### config.mk
export PLATFORM = sky130hd
export DESIGN_NAME = sccb_reg_slave
export DESIGN_NICKNAME = d
export VERILOG_FILES = /design/src/rtl/sccb_pkg.sv /design/src/rtl/sccb_line_filter.sv /design/src/rtl/sccb_reg_slave.sv
export SDC_FILE = /design/constraint.sdc
export NUM_CORES = 1
export LEC_CHECK = 0
export ABC_CLOCK_PERIOD_IN_PS = 4500
export BUFFER_PORTS_ARGS = -buffer_cell sky130_fd_sc_hd__clkbuf_2
export CAP_MARGIN = 25
export CELL_PAD_IN_SITES_DETAIL_PLACEMENT = 0
export CELL_PAD_IN_SITES_GLOBAL_PLACEMENT = 1
export CORE_MARGIN = 1.5
export CORE_UTILIZATION = 48
export CTS_CLUSTER_SIZE = 40
export DETAILED_ROUTE_END_ITERATION = 10
export PLACE_DENSITY_LB_ADDON = 0.25
export SLEW_MARGIN = 40
export SYNTH_ARGS = -nofsm -noshare
export SYNTH_HDL_FRONTEND = slang
export SYNTH_SLANG_ARGS = --single-unit
export TNS_END_PERCENT = 50
### constraint.sdc
create_clock -name i_sysclk -period 4.5 [get_ports i_sysclk]
set_clock_uncertainty 0.05 [all_clocks]
set_input_delay 0.9 -clock i_sysclk [delete_from_list [all_inputs] [get_ports i_sysclk]]
set_output_delay 0.9 -clock i_sysclk [all_outputs]
set_load 0.05 [all_outputs]
### src/rtl/sccb_pkg.sv
// sccb_pkg: shared FSM states, bus event encoding and ACK bit levels for the SCCB register target.
package sccb_pkg;
   typedef enum logic [3:0] {
      IDLE, DEV, ACK_DEV, SUB_HI, ACK_HI, SUB_LO, ACK_LO, WDATA, ACK_W, RDATA, RACK, IGNORE
   } state_t;
   typedef enum logic [1:0] {EV_NONE, EV_START, EV_STOP} event_t;
   localparam logic BIT_ACK = 1'b0;
   localparam logic BIT_NACK = 1'b1;
   function automatic logic is_ack(input state_t s);
      return s inside {ACK_DEV, ACK_HI, ACK_LO, ACK_W};
   endfunction
endpackage

### src/rtl/sccb_line_filter.sv
// sccb_line_filter: synchronizes one open-drain pin, debounces it over FILTER_LEN samples
// and emits single-cycle rise/fall pulses of the filtered level.
module sccb_line_filter #(
   parameter int FILTER_LEN = 3
) (
   input  logic clk,
   input  logic rst,
   input  logic pin,
   output logic level,
   output logic rise,
   output logic fall
);
   logic [1:0] sync;
   logic [2:0] cnt;
   logic prev;
   // idle bus level is high, so reset to 1 to avoid phantom edges after reset
   always_ff @(posedge clk or posedge rst) begin
      if (rst) begin
         sync <= 2'b11;
         cnt <= '0;
         level <= 1'b1;
         prev <= 1'b1;
      end else begin
         sync <= {sync[0], pin};
         prev <= level;
         if (sync[1] == level) cnt <= '0;
         else if (cnt == 3'(FILTER_LEN - 1)) begin
            level <= sync[1];
            cnt <= '0;
         end else cnt <= cnt + 3'd1;
      end
   end
   assign rise = level & ~prev;
   assign fall = ~level & prev;
endmodule

### src/rtl/sccb_reg_slave.sv
// sccb_reg_slave: SCCB/I2C target with 16-bit register pointer, 8-bit data and auto-increment.
// Optional SCL stretching around read-data fetches is enabled by defining SCCB_STRETCH_EN.
module sccb_reg_slave
   import sccb_pkg::*;
#(
   parameter logic [6:0] DEVICE_ADDRESS = 7'h3C,
   parameter int FILTER_LEN = 3
) (
   input  logic        i_sysclk,
   input  logic        i_arst,
   input  logic        i_scl,
   output logic        o_scl_oe,
   input  logic        i_sda,
   output logic        o_sda_oe,
   output logic [15:0] o_reg_addr,
   output logic [7:0]  o_reg_wdata,
   output logic        o_reg_we,
   output logic        o_reg_re,
   input  logic [7:0]  i_reg_rdata,
   output logic        o_busy
);
   logic scl, scl_rise, scl_fall, sda, sda_rise, sda_fall;
   logic [7:0] shift, byte_in;
   logic [3:0] bit_cnt;
   logic ack_on, rd_pend, rw, rx, last_bit, addr_match;
   state_t state, next;
   event_t ev;

   sccb_line_filter #(.FILTER_LEN(FILTER_LEN)) u_scl (
      .clk(i_sysclk), .rst(i_arst), .pin(i_scl), .level(scl), .rise(scl_rise), .fall(scl_fall)
   );
   sccb_line_filter #(.FILTER_LEN(FILTER_LEN)) u_sda (
      .clk(i_sysclk), .rst(i_arst), .pin(i_sda), .level(sda), .rise(sda_rise), .fall(sda_fall)
   );

   assign ev = (sda_fall && scl) ? EV_START : (sda_rise && scl) ? EV_STOP : EV_NONE;
   assign rx = state inside {DEV, SUB_HI, SUB_LO, WDATA};
   assign byte_in = {shift[6:0], sda};
   assign last_bit = rx && scl_rise && bit_cnt == 4'd7;
   assign addr_match = byte_in[7:1] == DEVICE_ADDRESS;

   always_ff @(posedge i_sysclk or posedge i_arst) begin
      if (i_arst) state <= IDLE;
      else state <= next;
   end

   always_comb begin
      next = state;
      if (ev == EV_STOP) next = IDLE;
      else if (ev == EV_START) next = DEV;
      else begin
         case (state)
            DEV:     if (last_bit) next = addr_match ? ACK_DEV : IGNORE;
            SUB_HI:  if (last_bit) next = ACK_HI;
            SUB_LO:  if (last_bit) next = ACK_LO;
            WDATA:   if (last_bit) next = ACK_W;
            ACK_DEV: if (scl_fall && ack_on) next = rw ? RDATA : SUB_HI;
            ACK_HI:  if (scl_fall && ack_on) next = SUB_LO;
            ACK_LO:  if (scl_fall && ack_on) next = WDATA;
            ACK_W:   if (scl_fall && ack_on) next = WDATA;
            RDATA:   if (scl_fall && bit_cnt == 4'd8) next = RACK;
            RACK:    if (scl_rise && sda == BIT_NACK) next = IGNORE;
                     else if (scl_fall) next = RDATA;
            default: ;
         endcase
      end
   end

   always_comb o_sda_oe = is_ack(state) ? ack_on : (state == RDATA) && !shift[7];

   always_ff @(posedge i_sysclk or posedge i_arst) begin
      if (i_arst) begin
         shift <= '0;
         bit_cnt <= '0;
         ack_on <= 1'b0;
         rd_pend <= 1'b0;
         rw <= 1'b0;
         o_reg_addr <= '0;
         o_reg_wdata <= '0;
         o_reg_we <= 1'b0;
         o_reg_re <= 1'b0;
         o_busy <= 1'b0;
      end else begin
         o_reg_we <= 1'b0;
         o_reg_re <= 1'b0;
         rd_pend <= o_reg_re;
         if (ev != EV_NONE) begin
            bit_cnt <= '0;
            ack_on <= 1'b0;
            if (ev == EV_STOP) o_busy <= 1'b0;
         end else begin
            if (rx && scl_rise) begin
               shift <= byte_in;
               bit_cnt <= bit_cnt + 4'd1;
            end
            if (last_bit) begin
               bit_cnt <= '0;
               if (state == DEV) begin
                  rw <= sda;
                  if (addr_match) begin
                     o_busy <= 1'b1;
                     o_reg_re <= sda;
                  end
               end
               if (state == SUB_HI) o_reg_addr[15:8] <= byte_in;
               if (state == SUB_LO) o_reg_addr[7:0] <= byte_in;
               if (state == WDATA) begin
                  o_reg_wdata <= byte_in;
                  o_reg_we <= 1'b1;
               end
            end
            if (is_ack(state) && scl_fall) begin
               ack_on <= !ack_on;
               if (ack_on && state == ACK_W) o_reg_addr <= o_reg_addr + 16'd1;
            end
            if (state == RDATA && scl_rise) bit_cnt <= bit_cnt + 4'd1;
            if (state == RDATA && scl_fall) begin
               shift <= {shift[6:0], 1'b0};
               if (bit_cnt == 4'd8) bit_cnt <= '0;
            end
            if (state == RACK && scl_rise && sda == BIT_ACK) begin
               o_reg_addr <= o_reg_addr + 16'd1;
               o_reg_re <= 1'b1;
            end
         end
         if (rd_pend) shift <= i_reg_rdata;
      end
   end

`ifdef SCCB_STRETCH_EN
   logic [1:0] hold;
   logic stretch;
   // keep SCL low from the fall that opens a read byte until the fetched byte is in the shifter
   always_ff @(posedge i_sysclk or posedge i_arst) begin
      if (i_arst) begin
         stretch <= 1'b0;
         hold <= '0;
      end else if (scl_fall && next == RDATA && state != RDATA) begin
         stretch <= 1'b1;
         hold <= 2'd2;
      end else if (stretch) begin
         if (hold != 2'd0) hold <= hold - 2'd1;
         else if (!rd_pend && !o_reg_re) stretch <= 1'b0;
      end
   end
   assign o_scl_oe = stretch;
`else
   assign o_scl_oe = 1'b0;
`endif
endmodule

==> results of run 1 <==
==> synthesized netlist by cell type (2+ instances only) <==
library cell	count	area share, %
a211o_1	2	0.55
a21oi_1	39	6.2
and2_1	3	0.59
and3_1	4	0.79
and3b_1	3	0.83
buf_4	2	0.47
clkbuf_1	13	1.5
dfrtp_1	52	41
dfstp_2	8	6.6
ha_1	3	1.2
inv_1	12	1.4
mux2_2	13	4.6
mux2i_1	7	2.2
nand2_1	33	3.9
nand2b_1	4	0.79
nand3_1	9	1.4
nand3b_1	5	1.2
nand4_1	3	0.59
nand4bb_1	2	0.71
nor2_1	20	2.4
nor2b_1	6	1.2
nor3_1	9	1.4
nor4_1	2	0.40
o21a_1	2	0.47
o21ai_0	25	4.0
o21bai_1	2	0.47
o22a_1	2	0.55
o22ai_1	13	2.6
or2_2	2	0.40
or3_4	2	0.71
xnor2_1	3	0.83
xor2_1	5	1.4
==> cell type report <==
type | instances | area, um^2
clock buffer | 10 | 138
clock inverter | 6 | 111
fill | 568 | 2700
inverter | 12 | 46.3
multi-input combinational | 245 | 1550
sequential | 60 | 1510
tap | 77 | 96.3
timing repair buffer | 40 | 203
==> cells in the final DEF (no fill, tap or decap), types with 5 or more instances in the layout <==
cell and count:
nand2_1 32, mux2i_1 7, clkbuf_2 39, o21ai_0 25
nand3b_1 5, xor2_1 5, a21oi_1 39, nor2_1 20
nor3_1 9, o22ai_1 13, mux2_2 13, nor2b_1 6
nand3_1 9, clkbuf_8 10, dfrtp_1 52, dfstp_2 8
inv_1 11
==> flip-flops by register name, summed over array words and instances, names as in the netlist <==
register     flops
state            4
bit_cnt          4
u_sda.level      1
u_scl.sync       2
o_busy           1
ack_on           1
rw               1
u_scl.cnt        3
o_reg_we         1
u_scl.level      1
u_scl.prev       1
o_reg_wdata      8
u_sda.prev       1
u_sda.cnt        3
shift            8
o_reg_re         1
o_reg_addr      16
u_sda.sync       2
rd_pend          1
==> kinds of logic after synthesis <==
| family | after synthesis | synth area share (%) |
|---|---|---|
| xor gates and xnor gates | 8 | 2.22 |
| AOI/OAI and AO/OA | 101 | 19.5 |
| adders and majority gates | 3 | 1.19 |
| muxes | 20 | 6.85 |
| and+or+nand+nor | 112 | 18.7 |
| DFF | 60 | 47.8 |
| other | 1 | 0.119 |
| buffers and inverters | 28 | 3.60 |
==> worst max-delay path by stage <==
| stage | startpoint | endpoint | slack (ns) |
|---|---|---|---|
| after global routing | state[0] | o_reg_addr[2] | 1.25 |
| after CTS | state[3] | o_sda_oe | 1.64 |
| after detailed placement | state[0] | o_reg_addr[2] | 1.73 |
| after global placement | state[0] | o_reg_addr[2] | 1.49 |
| final | state[3] | o_sda_oe | 1.65 |
| after floorplan | state[0] | o_sda_oe | 1.72 |
==> through the flow <==
| stage | util [%] | cell area, um^2 |
|---|---|---|
| 2_1_floorplan | - | 3160 |
| 3_3_place_gp | 53.4 | 3390 |
| 3_5_place_dp | 53.6 | 3400 |
| 4_1_cts | 57.5 | 3650 |
| 5_1_grt | 57.5 | 3650 |
| 6_report | 57.5 | 3650 |
==> layer usage <==
metal,vias to the layer above,global-route usage [%]
met5,-,0
met4,0,5.07
met3,8,5.01
met2,76,32.4
met1,1285,32.4
li1,1278,-
==> power by group <==
part	leakage, nW	switching (mW)	internal (mW)	total [mW]
registers	0.772	0.225	0.666	0.892
clock network	0.122	0.223	0.383	0.606
logic	0.709	0.395	0.262	0.657
total	1.60	0.844	1.31	2.16
==> impl_results.md, run 1 <==
* Status: finished, final reports clean
* Post-route ant nets at 0
* Ys Warns at 0
* Drt pass-1 iters at 4
* Metal1 wirelength at 3470 um
* Endpoint, Worst Hold: u_scl.sync[1]
* Crit path max fanout at 17
* FFs w/ async S/R, synth at 100%
* Global-route wire length before repair at 12,300 um
* DP Wirelength at 4850 um
* RSZ-0062 raised after global routing: no
* Worst-Margin Slew at 0.626 ns
* Clock sink count at 60
* Tcrit/Tclk final at 63.2%
* Core box area at 0.00635 mm^2
* Netlist cell types at 55
* Post-Layout Cell Count at 450
* Hold path cells at 0
* I/O pin count at 41
* Clock Tree Buf Depth at 2
* Die Y at 84.2 um
* ANT cells at 0
* Post-synth EDFFs at 0
* Max Freq at 351 MHz
* Fin crit period at 2.85 ns
* Post-CTS sizing at 0
* Critical Path Max Stage Delay at 0.66 ns
* Top delay family on crit path: flip-flops
* Reg2Reg Setup Slack at 1.72 ns
* Avg Inst Size Synth at 9.49 um^2
* Clock transition at path regs at 0.07 ns
* Clock tree root buffer cell: clkbuf_8
* # port buffers at 39
* Final GP Congestion at 0.866
* Post-route setup TNS at 0 ns
* CTS tree: yes
* Total Power at 2.16 mW
* Routed wire per std cell at 15.9 um
* Register area share after synthesis at 47.8%
* Placed cells at 434
* Clk Latency, worst-skew pair at 0.34 ns
* CTS Buf Count at 9
* Final WL at 7150 um
* Worst Path Class, Setup: reg -> out
* Crit path capture type: output pin
* Cts hold-fix bufs at 0
* Grt ovf at 0
* Hold violation count in the final report at 0
* GRT Total Usage at 21.7%
* Vias at 2,647
* Worst Path Required at 3.55 ns
* Pre-CTS setup slack at 1.73 ns
* Pleak at 1.60 nW
* Main flop type after synthesis: dfrtp_1
* DIE AREA at 0.00708 mm^2
* Most frequent CP cell: nor3_1
* Total of max-cap violations at 0
* Initial DRC count at 203
* Share of layout cells above drive strength 1 at 23.6%
* Post-synthesis register bit count at 60
* Average vias per placed instance at 5.88
* Final WS setup at 1.65 ns
* FF-to-FF Start: state[0]
* Area Overhead vs Synth at 15.5%
* Pwr Density at 590 mW/mm^2
* # H-tree levels at 3
* Max_slew headroom at 58.2%
* Hold WS at 0.308 ns
* Largest net degree at the start of global routing at 37
* Startpoint types: flip-flop
* Slowest CP cell: dfrtp_1
* Worst Hold Class: reg -> reg
* Initial antenna violation count at 0
* Wire length on met3 at 383 um
* Final Setup Violations at 0
* CP Cell Sequence: nor3_1, nor3_1, nand2_1, o21ai_0, clkbuf_2
* Row count at 29
* Max Used Layer: met4
* Syn Inst Count at 333
* WL met2 at 3240 um
* Die width at 84.2 um
* Critical path depth at 5
* Syn Nets at 348
* Post-Syn Area at 0.00316 mm^2
* R2R depth at 6
* Reg-to-Reg End: o_reg_addr[2]
* Nets at 383
* Critical path arrival at 1.90 ns
* DRC Markers at 0
* Vias in the first global route at 2,447
* Starting Density at 49.8%
* Post-CTS setup repair buffer count at 0
* VDD IR max at 415 uV
* Worst path bufs/invs at 1
* Slew Viols, Final at 0
* Worst Hold Launch: u_scl.sync[0]
No activity file was read; power rests on OpenSTA's default activity.
==> run 2: changes to the inputs <==
Settings changed: ABC_CLOCK_PERIOD_IN_PS 4500 to 2600, CORE_UTILIZATION 48 to 40.
Clock period 4.5 ns to 2.6 ns, I/O delays scaled along.
==> impl_results.md, run 2 (synthesis results as in run 1) <==
* Worst Hold Class: in -> async
* Routing usage on met2 at 27.5%
* # H-tree levels at 3
* Max reg flops at 16
* Die Y at 91.9 um
* Post-route setup TNS at 0 ns
* Crit path max fanout at 8
* Worst Path Required at 2.81 ns
* Comb power frac at 35.5%
* Row count at 32
* Clock tree root buffer cell: clkbuf_8
* Reg with most FFs: o_reg_addr
* Gr busiest metal: met1
* ANT cells at 0
* Post-route ant nets at 0
* Worst-Margin Slew at 0.554 ns
* Reg-to-Reg End: o_reg_addr[15]
* Grt ovf at 0
* Post-route cell area at 0.00380 mm^2
* Most frequent cells in the layout: dfrtp_1 (52), a21oi_1 (39), clkbuf_2 (39)
* Slew Viols, Final at 0
* Pleak at 1.68 nW
* Vias in the first global route at 2,488
* Post-CTS sizing at 0
* Met1 Usage GRT at 27.6%
* Area Overhead vs Synth at 20.3%
* Flop pwr share at 37.2%
* Max Freq at 411 MHz
* Average vias per placed instance at 5.46
* Routed wire per std cell at 15.6 um
* Pwr Density at 1020 mW/mm^2
* DP Wirelength at 5330 um
* Most common cell after layout, fill and taps aside: dfrtp_1
* Hold WS at 0.159 ns
* Status: finished, final reports clean
* Fillers at 754
* Cts hold-fix bufs at 0
* Tcrit/Tclk final at 93.5%
* Final WL at 7650 um
* Regs by FF count: o_reg_addr (16), o_reg_wdata (8), shift (8)
* Crit path capture type: flip-flop
* Switching power at 1.52 mW
* Clk Latency, worst-skew pair at 0.34 ns
* Global-route wire length before repair at 12,700 um
* Switching Share at 39.1%
* Nets at 398
* Startpoint types: flip-flop
* Core box area at 0.00769 mm^2
* Total of max-cap violations at 0
* Hold violation count in the final report at 0
* CTS Buf Count at 9
* Clock Tree Buf Depth at 2
* Clock transition at path regs at 0.07 ns
* Final WS setup at 0.168 ns
* Final GP Congestion at 0.845
* Initial DRC count at 223
* Drt pass-1 iters at 4
* Max_slew headroom at 63.0%
* Fin crit period at 2.43 ns
* Die width at 91.9 um
* Cell Int Power at 2.36 mW
* Initial antenna violation count at 0
* GRT Total Usage at 19.3%
* # port buffers at 39
* FF-to-FF Start: state[2]
* Final Setup Violations at 0
* DIE AREA at 0.00845 mm^2
* R2R depth at 6
* VDD IR max at 697 uV
* Critical path arrival at 2.64 ns
* Starting Density at 41.1%
* CTS tree: yes
* Post-CTS setup repair buffer count at 0
* Clock sink count at 60
* I/O pin count at 41
* DRC Markers at 0
* Vias at 2,675
* Total Power at 3.88 mW
* Reg2Reg Setup Slack at 0.17 ns
* RSZ-0062 raised after global routing: no
* Grt met3 use at 5.39%
* Share of layout cells above drive strength 1 at 26.3%
* Clock power share at 27.3%
* Worst Path Class, Setup: reg -> reg
* Largest net degree at the start of global routing at 27
* Pre-CTS setup slack at 0.190 ns
* Placed instance area at 0.00355 mm^2
[run 2: layer usage]
layer  vias up  routed length (um)
met5         -                   0
met4         0                 149
met3        13                 368
met2        68                3380
met1      1298                3750
li1       1296                   -
[run 2: worst max path at each step]
stage	start	endpoint	cells past startpoint
global placement	state[2]	o_reg_addr[15]	6
global route	state[2]	o_sda_oe	6
detailed placement	state[2]	o_reg_addr[15]	6
CTS	state[2]	o_sda_oe	6
finish	state[2]	o_reg_addr[15]	6
floorplan	state[0]	o_sda_oe	3
[run 2: power groups by stage]
stage	Combinational [mW]	Clock [mW]	Sequential, mW
finish	1.38	1.06	1.44
global placement	1.36	0	1.45
CTS	1.37	1.08	1.44
global route	1.53	1.12	1.48
floorplan	0.971	0	1.41
detailed placement	1.37	0	1.46
[run 2: cell type report]
class | count | area (um^2) | share of cell area (%)
tap | 102 | 128 | 3.36
clock buffer | 10 | 138 | 3.62
inverter | 12 | 45.0 | 1.18
multi-input combinational | 245 | 1540 | 40.5
timing repair buffer | 55 | 328 | 8.62
clock inverter | 6 | 111 | 2.93
sequential | 60 | 1510 | 39.7
[run 2: stage by stage]
| step | instances | utilization, % |
|---|---|---|
| 6_report | 490 | 49.5 |
| 5_1_grt | 490 | 49.5 |
| 4_1_cts | 490 | 49.4 |
| 3_5_place_dp | 474 | 46.2 |
| 3_3_place_gp | 474 | 46.2 |
| 2_1_floorplan | 333 | - |
[run 2: critical path, cell delays in order (launching register included)]
cell and delay (ns):
dfrtp_1 0.42, or3b_1 0.38, or3_4 0.40, a211o_4 0.38
or3_4 0.40, a21oi_2 0.14, a2bb2oi_1 0.18
